## config.mk

```make
export PLATFORM = sky130hd
export DESIGN_NAME = sb_arbiter
export DESIGN_NICKNAME = d
export VERILOG_FILES = /design/src/rtl/sb_arbiter.sv
export SDC_FILE = /design/constraint.sdc
export NUM_CORES = 1
export LEC_CHECK = 0
export ABC_CLOCK_PERIOD_IN_PS = 1600
export CAP_MARGIN = 10
export CORE_ASPECT_RATIO = 1.75
export CORE_MARGIN = 2
export CORE_UTILIZATION = 37
export DETAILED_ROUTE_END_ITERATION = 10
export HOLD_SLACK_MARGIN = 0.1
export MAX_ROUTING_LAYER = met4
export PLACE_DENSITY = 0.76
export RECOVER_POWER = 100
export SLEW_MARGIN = 20
export SYNTH_ARGS = -nofsm -noshare
export SYNTH_HDL_FRONTEND = slang
export SYNTH_SLANG_ARGS = --single-unit
```

## constraint.sdc

```tcl
create_clock -name clk -period 1.6 [get_ports clk]
set_clock_uncertainty 0.2 [all_clocks]
set_input_delay 0.32 -clock clk [delete_from_list [all_inputs] [get_ports clk]]
set_output_delay 0.32 -clock clk [all_outputs]
set_load 0.1 [all_outputs]
```

## src/rtl/sb_arbiter.sv

```systemverilog
// sb_arbiter: two-requester (debug, core) arbiter onto a single system bus.
// Optional bus watchdog enabled by defining SB_TIMEOUT_EN.
module sb_arbiter #(
   parameter int unsigned CORE_MAX_WAIT  = 4,
   parameter int unsigned TIMEOUT_CYCLES = 255
) (
   input  logic        clk,
   input  logic        reset,
   input  logic        dbg_req,
   input  logic        dbg_we,
   input  logic [31:0] dbg_addr,
   input  logic [31:0] dbg_wdata,
   output logic        dbg_gnt,
   output logic        dbg_done,
   output logic        dbg_err,
   output logic [31:0] dbg_rdata,
   input  logic        core_req,
   input  logic        core_we,
   input  logic [31:0] core_addr,
   input  logic [31:0] core_wdata,
   output logic        core_gnt,
   output logic        core_done,
   output logic        core_err,
   output logic [31:0] core_rdata,
   output logic [31:0] sb_addr,
   output logic [31:0] sb_wdata,
   output logic        sb_read,
   output logic        sb_write,
   input  logic [31:0] sb_rdata,
   input  logic        sb_ready
);

   typedef enum logic [1:0] {
      ST_IDLE,
      ST_ACTIVE,
      ST_RESP
   } state_e;

   localparam logic [3:0] MAX_WAIT = 4'(CORE_MAX_WAIT);

   if (CORE_MAX_WAIT == 0 || CORE_MAX_WAIT > 15) begin : g_bad_max_wait
      $error("sb_arbiter: CORE_MAX_WAIT must be 1..15");
   end

   if (TIMEOUT_CYCLES == 0 || TIMEOUT_CYCLES > 255) begin : g_bad_timeout
      $error("sb_arbiter: TIMEOUT_CYCLES must be 1..255");
   end

   state_e      state_q, state_d;
   logic [3:0]  starve_q, starve_d;
   logic        own_core_q, own_core_d;
   logic        first_q, first_d;
   logic        we_q, we_d;
   logic [31:0] addr_q, addr_d;
   logic [31:0] wdata_q, wdata_d;
   logic [31:0] dbg_rdata_q, dbg_rdata_d;
   logic [31:0] core_rdata_q, core_rdata_d;

   logic        core_win;
   logic        capture;
   logic [31:0] cap_data;

`ifdef SB_TIMEOUT_EN
   localparam logic [7:0] TMO_LIM = 8'(TIMEOUT_CYCLES - 1);

   logic [7:0]  cnt_q, cnt_d;
   logic        err_q, err_d;
`endif

   // Next-state: arbitration in IDLE, bus completion in ACTIVE, one RESP cycle.
   always_comb begin
      state_d      = state_q;
      starve_d     = starve_q;
      own_core_d   = own_core_q;
      first_d      = 1'b0;
      we_d         = we_q;
      addr_d       = addr_q;
      wdata_d      = wdata_q;
      dbg_rdata_d  = dbg_rdata_q;
      core_rdata_d = core_rdata_q;
      core_win     = 1'b0;
      capture      = 1'b0;
      cap_data     = '0;
`ifdef SB_TIMEOUT_EN
      cnt_d        = cnt_q;
      err_d        = err_q;
`endif
      unique case (state_q)
         ST_IDLE: begin
            if (dbg_req || core_req) begin
               core_win = core_req &&
                          (!dbg_req || (starve_q == MAX_WAIT));
               own_core_d = core_win;
               we_d       = core_win ? core_we    : dbg_we;
               addr_d     = core_win ? core_addr  : dbg_addr;
               wdata_d    = core_win ? core_wdata : dbg_wdata;
               first_d    = 1'b1;
               state_d    = ST_ACTIVE;
               if (core_win) begin
                  starve_d = '0;
               end else if (core_req && (starve_q < MAX_WAIT)) begin
                  starve_d = starve_q + 4'd1;
               end
`ifdef SB_TIMEOUT_EN
               cnt_d = '0;
               err_d = 1'b0;
`endif
            end
         end
         ST_ACTIVE: begin
            if (sb_ready) begin
               state_d  = ST_RESP;
               capture  = 1'b1;
               cap_data = we_q ? 32'd0 : sb_rdata;
            end
`ifdef SB_TIMEOUT_EN
            else if (cnt_q == TMO_LIM) begin
               state_d  = ST_RESP;
               capture  = 1'b1;
               cap_data = '0;
               err_d    = 1'b1;
            end else begin
               cnt_d = cnt_q + 8'd1;
            end
`endif
         end
         ST_RESP: begin
            state_d = ST_IDLE;
         end
         default: begin
            state_d = ST_IDLE;
         end
      endcase
      if (capture) begin
         if (own_core_q) begin
            core_rdata_d = cap_data;
         end else begin
            dbg_rdata_d = cap_data;
         end
      end
   end

   // State and datapath registers; reset abandons any transaction in flight.
   always_ff @(posedge clk) begin
      if (reset) begin
         state_q      <= ST_IDLE;
         starve_q     <= '0;
         own_core_q   <= 1'b0;
         first_q      <= 1'b0;
         we_q         <= 1'b0;
         addr_q       <= '0;
         wdata_q      <= '0;
         dbg_rdata_q  <= '0;
         core_rdata_q <= '0;
`ifdef SB_TIMEOUT_EN
         cnt_q        <= '0;
         err_q        <= 1'b0;
`endif
      end else begin
         state_q      <= state_d;
         starve_q     <= starve_d;
         own_core_q   <= own_core_d;
         first_q      <= first_d;
         we_q         <= we_d;
         addr_q       <= addr_d;
         wdata_q      <= wdata_d;
         dbg_rdata_q  <= dbg_rdata_d;
         core_rdata_q <= core_rdata_d;
`ifdef SB_TIMEOUT_EN
         cnt_q        <= cnt_d;
         err_q        <= err_d;
`endif
      end
   end

   // Outputs decoded from state: strobes only in ACTIVE, done only in RESP.
   always_comb begin
      sb_read    = 1'b0;
      sb_write   = 1'b0;
      sb_addr    = '0;
      sb_wdata   = '0;
      dbg_gnt    = 1'b0;
      core_gnt   = 1'b0;
      dbg_done   = 1'b0;
      core_done  = 1'b0;
      dbg_err    = 1'b0;
      core_err   = 1'b0;
      dbg_rdata  = dbg_rdata_q;
      core_rdata = core_rdata_q;
      unique case (1'b1)
         (state_q == ST_ACTIVE): begin
            sb_read  = !we_q;
            sb_write = we_q;
            sb_addr  = addr_q;
            sb_wdata = wdata_q;
            dbg_gnt  = first_q && !own_core_q;
            core_gnt = first_q && own_core_q;
         end
         (state_q == ST_RESP): begin
            dbg_done  = !own_core_q;
            core_done = own_core_q;
`ifdef SB_TIMEOUT_EN
            dbg_err   = !own_core_q && err_q;
            core_err  = own_core_q && err_q;
`endif
         end
         default: begin
         end
      endcase
   end

endmodule
```

==> run summary <==
Status - finished, violations left
Failing checks - setup timing
FILL cells - 1087
Period utilization - 1.36
Pleak - 5.03 nW
Post-synthesis async set-or-reset flop share - 0
Cell Area, Placed - 11600 um2
Register area - 2750 um2
All-Layer GR Usage - 0.296
Mean post-synth cell area - 7.89 um2
Row cnt - 63
CP Class - register to output pin
H-tree depth - 4
Clock-pin slew on the worst setup and hold paths - 60 ps
Ys Warns - 0
Final Max Tran Viols - 0
Most common library cells after synthesis - 198 x nand2_1, 137 x dfxtp_1, 132 x a21oi_1
CTS Sinks - 137
Switch Pwr - 4.08 mW
Setup violators final - 182
# nets final - 1306
Worst Path Arrival - 1650 ps
Drt wl/cell - 20.0 um
Final ANT Viol Nets - 0
Fin crit period - 2170 ps
Yosys cell types - 34
Mapped Area - 6370 um2
Final HPWL DP - 16700 um
Initial Util - 0.376
Starting DRC count in detailed routing - 258
Skew-Pair Late Insertion Delay - 420 ps
Clock share of power - 0.325
Routability cong. - 0.817
Core region area - 16900 um2
Hold Crit Class - input port to register
Worst setup EP type - output pin
Sequential share of the synthesized area - 0.430
Vias in the first global route - 7571
Max clock buf depth - 2
FMAX - 0.461 GHz
Pwr per Cell Area - 885 nW/um2
Largest net degree at the start of global routing - 58
Share of cells above drive strength 1 - 0.469
Initial antenna violation count - 3
Area growth syn-to-layout - 105%
Yosys top cell area share - 0.430
Max-cap check violation count - 0
First-pass GRT wire length - 40200 um
Setup WS post-layout - -568 ps
Area of the die - 18300 um2
CTS tree - yes
Tot Pwr - 11.6 mW
Die W - 103 um
First-pass DRT Iterations - 4
Critical path fanouts, max - 40
Synth Register Bits - 137
Startpoint types - register
Flop pwr share - 0.329
Vias - 7167
Area of the multi-input gates - 4440 um2
Combinational share of power - 0.346
Final WL - 27500 um
GRT overflow - 0
DRC viols - 0
Port Buf Inserts - 300
Design area - 13100 um2
IO Count - 303
Via density - 5.19
Synth Instances - 808
Final Hold Fails - 0
Unrepaired setup endpoints after global routing - true
Worst vdd ir - 0.000726 V
Pint - 7.47 mW
Most area-consuming cells after synthesis - dfxtp_1 43%, nand2_1 12%, a21oi_1 10%, a211oi_2 9.8%, and2_1 6.6%
Post-synth top area cell - dfxtp_1
Die height - 178 um
Post-synth top flop - dfxtp_1
Root Driver - clkbuf_16
Setup TNS - -53840 ps
Count leader, synth - nand2_1
Sw Ratio - 0.353
Num CTS Buffers - 17
Number of synthesized flops with an enable pin - 0
Required @ worst endpoint - 1080 ps
## metal layers
layer,GRT usage,vias to the layer above,routed length [um]
met5,-,-,0
li1,-,3349,-
met2,0.534,313,15200
met4,0.149,0,1380
met1,0.296,3414,9520
met3,0.0532,91,1400
## flip-flops by register name, summed over array words and instances (netlist names)
signal	count
addr_q	32
core_rdata	32
dbg_rdata	32
wdata_q	32
starve_q	4
state_q	2
first_q	1
own_core_q	1
we_q	1
## area by class of cell
| type | count | area share |
|---|---|---|
| inverter | 4 | 0.00115 |
| timing repair buffer | 377 | 0.384 |
| antenna | 3 | 0.000575 |
| clock buffer | 17 | 0.0326 |
| tap | 227 | 0.0218 |
| multi-input combinational | 600 | 0.340 |
| sequential | 137 | 0.210 |
| clock inverter | 15 | 0.00978 |
## worst paths after layout
| check | from | to | slack [ps] | cells past startpoint |
|---|---|---|---|---|
| worst max-delay path | state_q[1]$_SDFFE_PP0P_ | sb_addr[26] | -570 | 4 |
| worst min-delay path | core_req | starve_q[2]$_SDFFE_PP0P_ | 250 | 4 |
| worst max register to register | starve_q[0]$_SDFFE_PP0P_ | wdata_q[26]$_SDFFE_PP0P_ | -280 | 10 |
| worst min register to register | dbg_rdata[25]$_SDFFE_PP0P_ | dbg_rdata[25]$_SDFFE_PP0P_ | 270 | 2 |
## stage by stage
stage          worst slack, ps  cells  hold slack, ps  utilization
2_1_floorplan             -187    809             255            -
3_3_place_gp              -460   1310             279        0.687
3_5_place_dp              -536   1310             285        0.687
5_1_grt                   -614   1380             268        0.770
6_report                  -568   1380             251        0.770
4_1_cts                   -571   1380             239        0.786
## what timing repair did
item / 4_1_cts / 5_1_grt
pin swaps: 87 / 76
hold buffers: 1 / 0
gates resized for setup: 117 / 112
setup buffers: 22 / 7
endpoints found under the hold margin: 1 / 0
endpoints found under the setup margin: 174 / 204
gates cloned: 16 / 1
## power by group through the flow
stage                     Combinational (mW)  Clock (mW)  Sequential [mW]
final                                   4.00        3.76             3.80
after floorplan                         1.89           0             4.10
after detailed placement                3.53           0             3.87
after global placement                  3.49           0             3.86
after global routing                    4.17        3.96             3.82
after CTS                               3.91        3.78             3.80
## critical path, stage by stage, from the launching register on
cell,delay [ps]
dfxtp_2,320
and2b_2,260
buf_12,220
and2_2,220
buf_12,180
## logic make-up after synthesis
kind of cell	after synthesis	synth area share
AOI/OAI and AO/OA	206	0.229
adders and majority gates	2	0.00393
buffers and inverters	73	0.0575
DFF	137	0.430
other	1	0.000588
and+or+nand+nor	389	0.279
## layout by cell type, fill, tap and decap left out, types with 3 or more instances in the layout
| cell type | count |
|---|---|
| clkdlybuf4s50_1 | 164 |
| buf_4 | 19 |
| and2_2 | 7 |
| a211oi_2 | 65 |
| and2_4 | 59 |
| diode_2 | 3 |
| clkinvlp_4 | 5 |
| buf_12 | 98 |
| a21oi_2 | 57 |
| nand2_4 | 33 |
| nor2_1 | 71 |
| nand2_2 | 24 |
| a21oi_4 | 28 |
| clkinv_2 | 5 |
| nor2b_1 | 32 |
| dfxtp_1 | 133 |
| dfxtp_2 | 4 |
| a21oi_1 | 47 |
| nand2_1 | 140 |
| buf_16 | 11 |
| clkbuf_16 | 18 |
| nor2_4 | 3 |
| buf_6 | 78 |
Note: power is estimated with default switching activity, not from simulation.
==> RTL edit: new RTL, config.mk and constraints unchanged <==
Add a define of `SB_TIMEOUT_EN`.
--- a/src/rtl/sb_arbiter.sv
+++ b/src/rtl/sb_arbiter.sv
@@ -1,5 +1,7 @@
 // sb_arbiter: two-requester (debug, core) arbiter onto a single system bus.
 // Optional bus watchdog enabled by defining SB_TIMEOUT_EN.
+`define SB_TIMEOUT_EN
+
 module sb_arbiter #(
    parameter int unsigned CORE_MAX_WAIT  = 4,
    parameter int unsigned TIMEOUT_CYCLES = 255
Check against the original RTL: same outputs for any inputs over 4 cycles, from zero or initial values and one cycle with reset high; that may be too few to reach the edited logic, so the function may still have changed.
==> RTL edit against the original RTL <==
The run still ends with setup timing left. Utilization is 7.8 points higher. Count of clock-buffer cells in the layout is 2 higher. Cell area is 13% higher. Highest routed layer unchanged. Critical path type is now primary input to register. Total power is 14% higher. Sequential cell count is 9 higher. Setup slack worse by 91 ps. Register-to-register slack worse by 360 ps. Synthesized area is 3.2% higher. Sequential power is 6.8% higher. Largest cell class unchanged. Routed wire length is 38% higher.
==> RTL edit: results (changes against the original RTL) <==
Hold Path Class = primary input to register
post-synth cell types = 48 (+41%)
top cells by area, synth = dfxtp_1 (44%), nor3_1 (10%), mux2i_1 (9.9%), and2_1 (6.6%), nor4_1 (6.3%)
TritonCTS Buffers = 17 (unchanged)
syn nets = 965
WL/cell = 26.59 um (+33%)
mean post-synth cell area = 8.279 sq um (+5.0%)
status = complete, but fails checks
register area share after synthesis = 44.46% (+1.4 points)
vias in the first global route = 8280 (+9.4%)
layout cells sized above 1 = 51.29% (+4.4 points)
nets = 1355 (+3.8%)
gr usage total = 32.30% (+2.7 points)
Hold EP = cnt_q[3]
Met1 Wirelength = 12.01 mm (+26%)
crit-path max cell delay = 720 ps (+400 ps)
r2r setup slk = -640 ps (-360 ps)
failing checks = setup timing
Setup Fix Bufs, Post-CTS = 17 (-23%)
critical path arrival = 2360 ps (+710 ps)
Placement Cell Area = 12100 sq um (+4.0%)
initial DRC count = 499 (+93%)
RR Endpoint = wdata_q[28]
# resized after CTS = 138 (+18%)
Setup-failing EPs final = 216 (+19%)
Syn. warnings = 0 (unchanged)
Async SR Flop Fraction = 0% (unchanged)
Post-synth top cells = dfxtp_1 (146), nor3_1 (132), nand2_1 (104)
clock root cell = clkbuf_16
placed insts = 1323 (+0.99%)
RePlAce Congestion = 0.9484 (+16%)
DP HPWL = 17.39 mm (+3.9%)
clk buf depth = 2 (unchanged)
vias after detailed routing = 8450 (+18%)
HP Start = reset
Place WS = -563.4 ps (-27.83 ps)
Vias/cell = 5.901 (+14%)
largest net degree at the start of global routing = 60 (+3.4%)
peak supply drop = 0.7477 mV (+3.0%)
crit path to = addr_q[14]
met1 track demand over resource = 31.73% (+2.1 points)
Setup TNS = -106580 ps (-52750 ps)
Reg-to-Reg Start = state_q[1]
Worst-Margin Slew = 407.9 ps
CP max-delay cell = clkdlybuf4s50_1
met3 usage = 6.835% (+1.5 points)
1st-pass router iterations = 5 (+1)
WHS = 190.8 ps (-60.17 ps)
PortBufs = 302 (+0.67%)
first-pass GRT wire length = 46.17 mm (+15%)
initial antenna violation count = 4 (+1)
met3 wire length = 2.902 mm (+110%)
crit-path max FO = 7 (-83%)
met2 Use GR = 58.44% (+5.0 points)
worst r2r path cells = 9 (-1)
met2 WL = 19.77 mm (+30%)
PnR worst setup slack = -659.3 ps (-91.32 ps)
Worst Setup SP = dbg_req
delay-heaviest family, CP = buffers and inverters
LEAKAGE = 5.963 nW (+19%)
RTL edit: cell types whose count changed after synthesis, sizes merged, moves of 7 or more:
cell / change
nor4: +66
a21oi: -128
clkbuf: +8
nor2b: -30
a211oi: -64
dfxtp: +9
buf: -10
nor3: +132
o21ai: +7
mux2i: +65
nand2: -94
RTL edit: cells by family after synthesis:
| family | share of synthesized area [%] |
|---|---|
| mux | 9.897 |
| fa+ha+maj | 0.7614 |
| flops | 44.46 |
| buf+inv | 5.767 |
| xor+xnor | 0.1333 |
| compound gates | 3.331 |
| simple gates | 35.65 |
RTL edit: layout make-up:
cell class	count	area [sq um]
inverters	9	33.78
flip-flops and latches	146	2933
well taps	231	289.0
multi-input cells	573	5194
fillers	828	2641
diodes	4	10.01
clock inverters	13	162.7
repair buffers	437	5761
clock buffers	19	432.9
RTL edit: power by group:
part	switching [mW]	internal, mW
combinational	2.79	2.14
sequential	0.188	3.88
clock	1.68	2.45
